File: src/rtl/vga_scan_timing.sv
// Raster scan timing: h/v counters, scan coordinates, undelayed strobes and
// hsync/vsync/de delayed by PIPE_DELAY pixel ticks to match the fetch pipeline.
module vga_scan_timing #(
    parameter int unsigned H_ACTIVE   = 640,
    parameter int unsigned H_FP       = 16,
    parameter int unsigned H_SYNC     = 96,
    parameter int unsigned H_BP       = 48,
    parameter int unsigned V_ACTIVE   = 480,
    parameter int unsigned V_FP       = 10,
    parameter int unsigned V_SYNC     = 2,
    parameter int unsigned V_BP       = 33,
    parameter bit          SYNC_POL   = 1'b0,
    parameter int unsigned PIPE_DELAY = 2
) (
    input  logic       clk,
    input  logic       rst_n,
    input  logic       en,
    output logic [9:0] posx,
    output logic [8:0] posy,
    output logic       active,
    output logic       hsync,
    output logic       vsync,
    output logic       de,
    output logic       line_start,
    output logic       frame_start
);

    localparam int unsigned CW       = 10;
    localparam int unsigned RW       = 3;
    localparam int unsigned H_TOTAL  = H_ACTIVE + H_FP + H_SYNC + H_BP;
    localparam int unsigned V_TOTAL  = V_ACTIVE + V_FP + V_SYNC + V_BP;
    localparam int unsigned HS_START = H_ACTIVE + H_FP;
    localparam int unsigned HS_END   = HS_START + H_SYNC;
    localparam int unsigned VS_START = V_ACTIVE + V_FP;
    localparam int unsigned VS_END   = VS_START + V_SYNC;

    logic [CW-1:0] hcnt_q, hcnt_d;
    logic [CW-1:0] vcnt_q, vcnt_d;
    logic          h_vis, v_vis;
    logic          raw_hs, raw_vs;
    logic [RW-1:0] raw_c;
    logic [RW-1:0] dly_c;

    // Counter advance; vertical steps on the same tick the line wraps.
    always_comb begin
        hcnt_d = hcnt_q;
        vcnt_d = vcnt_q;
        if (en) begin
            if (hcnt_q == CW'(H_TOTAL - 1)) begin
                hcnt_d = '0;
                if (vcnt_q == CW'(V_TOTAL - 1)) begin
                    vcnt_d = '0;
                end else begin
                    vcnt_d = vcnt_q + CW'(1);
                end
            end else begin
                hcnt_d = hcnt_q + CW'(1);
            end
        end
    end

    always_ff @(posedge clk or negedge rst_n) begin
        if (!rst_n) begin
            hcnt_q <= '0;
            vcnt_q <= '0;
        end else begin
            hcnt_q <= hcnt_d;
            vcnt_q <= vcnt_d;
        end
    end

    always_comb begin
        h_vis       = hcnt_q < CW'(H_ACTIVE);
        v_vis       = vcnt_q < CW'(V_ACTIVE);
        active      = h_vis && v_vis;
        posx        = h_vis ? hcnt_q : '0;
        posy        = v_vis ? vcnt_q[8:0] : '0;
        raw_hs      = (hcnt_q >= CW'(HS_START)) && (hcnt_q < CW'(HS_END));
        raw_vs      = (vcnt_q >= CW'(VS_START)) && (vcnt_q < CW'(VS_END));
        raw_c       = {raw_hs, raw_vs, active};
        line_start  = rst_n && en && (hcnt_q == '0);
        frame_start = line_start && (vcnt_q == '0);
    end

    // Delay line holds active-high raw flags; polarity is applied at the output.
    if (PIPE_DELAY == 0) begin : g_nodly
        assign dly_c = raw_c;
    end else begin : g_dly
        logic [RW-1:0] pipe_q [PIPE_DELAY];

        always_ff @(posedge clk or negedge rst_n) begin
            if (!rst_n) begin
                for (int i = 0; i < int'(PIPE_DELAY); i++) begin
                    pipe_q[i] <= '0;
                end
            end else if (en) begin
                pipe_q[0] <= raw_c;
                for (int i = 1; i < int'(PIPE_DELAY); i++) begin
                    pipe_q[i] <= pipe_q[i-1];
                end
            end
        end

        assign dly_c = pipe_q[PIPE_DELAY-1];
    end

    always_comb begin
        hsync = dly_c[2] ^ ~SYNC_POL;
        vsync = dly_c[1] ^ ~SYNC_POL;
        de    = dly_c[0];
    end

endmodule

File: config.mk
export PLATFORM = sky130hd
export DESIGN_NAME = vga_scan_timing
export DESIGN_NICKNAME = d
export VERILOG_FILES = /design/src/rtl/vga_scan_timing.sv
export SDC_FILE = /design/constraint.sdc
export NUM_CORES = 1
export LEC_CHECK = 0
export ABC_CLOCK_PERIOD_IN_PS = 5000
export BUFFER_PORTS_ARGS = -buffer_cell sky130_fd_sc_hd__buf_4
export CORE_MARGIN = 8
export CORE_UTILIZATION = 60
export CTS_BUF_LIST = sky130_fd_sc_hd__clkbuf_8
export DETAILED_ROUTE_END_ITERATION = 7
export PLACE_DENSITY_LB_ADDON = 0.05
export SLEW_MARGIN = 20
export SYNTH_ARGS = -nofsm -noshare
export SYNTH_HDL_FRONTEND = slang
export SYNTH_SLANG_ARGS = --single-unit
File: constraint.sdc
create_clock -name clk -period 5 [get_ports clk]
set_clock_uncertainty 0.15 [all_clocks]
set_input_delay 0.25 -clock clk [delete_from_list [all_inputs] [get_ports clk]]
set_output_delay 0.25 -clock clk [all_outputs]
set_load 0.05 [all_outputs]
==> flow_metrics.py <==
metrics = {
    "run_status": {
        "outcome": "finished clean",
    },
    "global_route": {
        "track_usage": 0.152,
        "grt_pass1_wl_um": 5170,
        "grt_pass1_vias": 1188,
        "grt_overflow": 0,
        "grt_start_max_net_pins": 28,
        "antenna_found_initial": 0,
    },
    "floorplanning": {
        "die_area_um2": 4250,
        "rows": 18,
        "initial_core_util": 0.609,
        "die_w_um": 65.2,
        "die_h_um": 65.2,
        "ios": 28,
        "coreArea_um2": 2390,
    },
    "pwr": {
        "peakVddDrop_mv": 0.238,
        "power.total_mw": 0.559,
        "p_switching_mw": 0.211,
        "leakage_nw": 0.823,
        "clkPwrFrac": 0.202,
        "seqPwrFrac": 0.474,
        "p_int_mw": 0.348,
        "comb_power_share": 0.324,
        "switching_share": 0.378,
        "powerDensity_nw_per_um2": 324,
    },
    "worst_setup_path": {
        "critPathKind": "flop to primary output",
        "r2r_setup_slack_ps": 2720,
        "worstPathRequired_ps": 4600,
        "critPathArrivalTime_ps": 2060,
        "end_kind": "primary output",
        "worstRegToRegCells": 6,
        "cp-start-kind": "flop",
        "path_max_fanout": 7,
        "reg2reg_from": "hcnt_q[1]$_DFFE_PN0P_",
        "r2r_end": "vcnt_q[4]$_DFFE_PN0P_",
    },
    "placement": {
        "hpwl_um": 2410,
        "dp.cells": 209,
        "portBuffers": 27,
        "gp_congestion": 0.874,
    },
    "synth": {
        "synth_nets": 164,
        "syn_inst": 157,
        "synth.distinct_cells": 36,
        "ys_warn_count": 0,
        "netlist_area_um2": 1450,
        "ys_seq_area_frac": 0.448,
        "avgSynthCellArea_um2": 9.26,
        "synth-seq-cells": 26,
    },
    "cells_and_area": {
        "antennaDiodeCount": 0,
        "fin_util": 0.723,
        "layout_common_cells": "buf_4 (28), dfrtp_1 (26), and2_1 (17)",
        "layout_commonest_cell": "buf_4",
        "syn2layout_area_growth_pct": 18.8,
        "final_cells": 213,
        "layout.nets": 192,
        "drive_gt1_frac": 0.208,
    },
    "clocking": {
        "cts_inserted_buffers": 3,
        "cts_tree": "done",
        "htreeDepth": 1,
        "cts_root_buf": "clkbuf_8",
        "cts.repair.resized": 0,
        "cts_setup_buffers": 0,
        "clk_pin_slew_ps": 80,
        "hold_buffers": 1,
        "clk_path_buf_depth": 2,
        "clock-sinks": 26,
        "clk_latency_ps": 260,
    },
    "sta": {
        "hold_viol": 0,
        "tightest_slew_ps": 712,
        "finalSetupTns_ps": 0,
        "max_slew_margin": 0.520,
        "min_period_over_period": 0.492,
        "finalSetupViolations": 0,
        "hold_slack_ps": 145,
        "timing.fmax_ghz": 0.406,
        "slew_violations": 0,
        "rsz0062_at_grt": "no",
        "layout_min_cycle_time_ps": 2460,
    },
    "drt": {
        "dr.pass1.iters": 4,
        "drc": 0,
        "final_antenna_net_count": 0,
        "wirelength_um": 3140,
        "viasPerCell": 5.66,
        "drtIter0Drc": 55,
        "wl_per_cell_um": 14.7,
        "vias": 1206,
    },
    "worst_hold_path": {
        "hp-class": "input pin to flop",
        "worstHoldPathCells": 2,
        "hold_start": "en",
        "min_to": "dly_c[1]$_DFFE_PN0P_",
    },
    "flow_run": {
        "maxCapViolations": 0,
    },
}
-- Yosys cell counts, drive strengths merged --
cell type / instances / area share
nor4: 3 / 0.013
nand3b: 1 / 0.0052
o21a: 1 / 0.0052
nor2: 8 / 0.021
ha: 4 / 0.034
or4: 1 / 0.0052
mux2: 4 / 0.031
inv: 9 / 0.023
or3: 3 / 0.014
o21ai: 8 / 0.028
and3: 5 / 0.022
and4: 1 / 0.0060
and2: 18 / 0.078
a22o: 1 / 0.0060
nor2b: 2 / 0.0086
nand4b: 1 / 0.0060
a2bb2oi: 1 / 0.0060
nand3: 11 / 0.038
xor2: 4 / 0.024
dfrtp: 26 / 0.45
o41ai: 1 / 0.0060
nor3b: 1 / 0.0052
clkbuf: 4 / 0.011
a21oi: 5 / 0.017
or2: 2 / 0.0086
and4b: 2 / 0.014
buf: 2 / 0.0069
xnor2: 6 / 0.036
mux2i: 1 / 0.0069
nand4: 5 / 0.022
nor3: 5 / 0.017
nand2: 11 / 0.028
-- power groups by stage --
stage / clock network, mW / logic, mW / registers (mW)
CTS: 0.118 / 0.184 / 0.264
global route: 0.126 / 0.195 / 0.269
detailed placement: 0 / 0.183 / 0.268
finish: 0.113 / 0.181 / 0.265
global placement: 0 / 0.181 / 0.266
floorplan: 0 / 0.144 / 0.254
-- per-layer routing --
metal | wire, um | up-vias | GRT usage
met1 | 1280 | 563 | 0.169
met3 | 204 | 8 | 0.0374
met2 | 1590 | 40 | 0.264
met5 | 0 | - | 0
met4 | 60 | 0 | 0.0763
li1 | - | 595 | -
-- area by class of cell --
| type | count | area (um^2) |
|---|---|---|
| Clock buffer | 3 | 41.3 |
| Fill cell | 201 | 661 |
| Inverter | 9 | 33.8 |
| Multi-Input combinational cell | 116 | 743 |
| Sequential cell | 26 | 651 |
| Tap cell | 30 | 37.5 |
| Timing Repair Buffer | 29 | 220 |
-- flip-flops by register name (all words and copies together), names as in the netlist --
signal / count
dly_c: 3
vcnt_q: 10
hcnt_q: 10
g_dly.pipe_q: 3
-- worst max-delay path, stage by stage, from the launching register on --
cell	delay, ps
dfrtp_1	440
or3_2	480
nor4_1	210
and4b_1	270
and4_1	200
buf_4	200
-- metrics by stage --
| stage | instance area, um^2 | setup slack (ps) |
|---|---|---|
| floorplan | 1450 | 2410 |
| finish | 1730 | 2540 |
| detailed placement | 1680 | 2750 |
| CTS | 1730 | 2530 |
| global route | 1730 | 2420 |
| global placement | 1680 | 2840 |
-- cells by family (layout without fill, tap and decap cells) --
kind of cell	count (synthesis)	in the layout	share of synthesized area
buffers and inverters	15	41	0.0413
adder cells (fa/ha/maj)	4	4	0.0344
multiplexers	5	5	0.0379
AO/OA/AOI/OAI	17	17	0.0680
XOR/XNOR	10	10	0.0602
AND/OR/NAND/NOR	80	80	0.311
flip-flops	26	26	0.448
-- worst max-delay path by stage --
stage / from / endpoint / slack (ps) / depth (start not counted)
after floorplan: hcnt_q[6]$_DFFE_PN0P_ / frame_start / 2410 / 4
after global placement: hcnt_q[6]$_DFFE_PN0P_ / frame_start / 2840 / 5
after detailed placement: hcnt_q[1]$_DFFE_PN0P_ / vcnt_q[4]$_DFFE_PN0P_ / 2750 / 6
after CTS: hcnt_q[6]$_DFFE_PN0P_ / frame_start / 2530 / 5
after global routing: rst_n / frame_start / 2420 / 7
final: hcnt_q[5]$_DFFE_PN0P_ / frame_start / 2540 / 5
(Power assumes the default switching activity.)
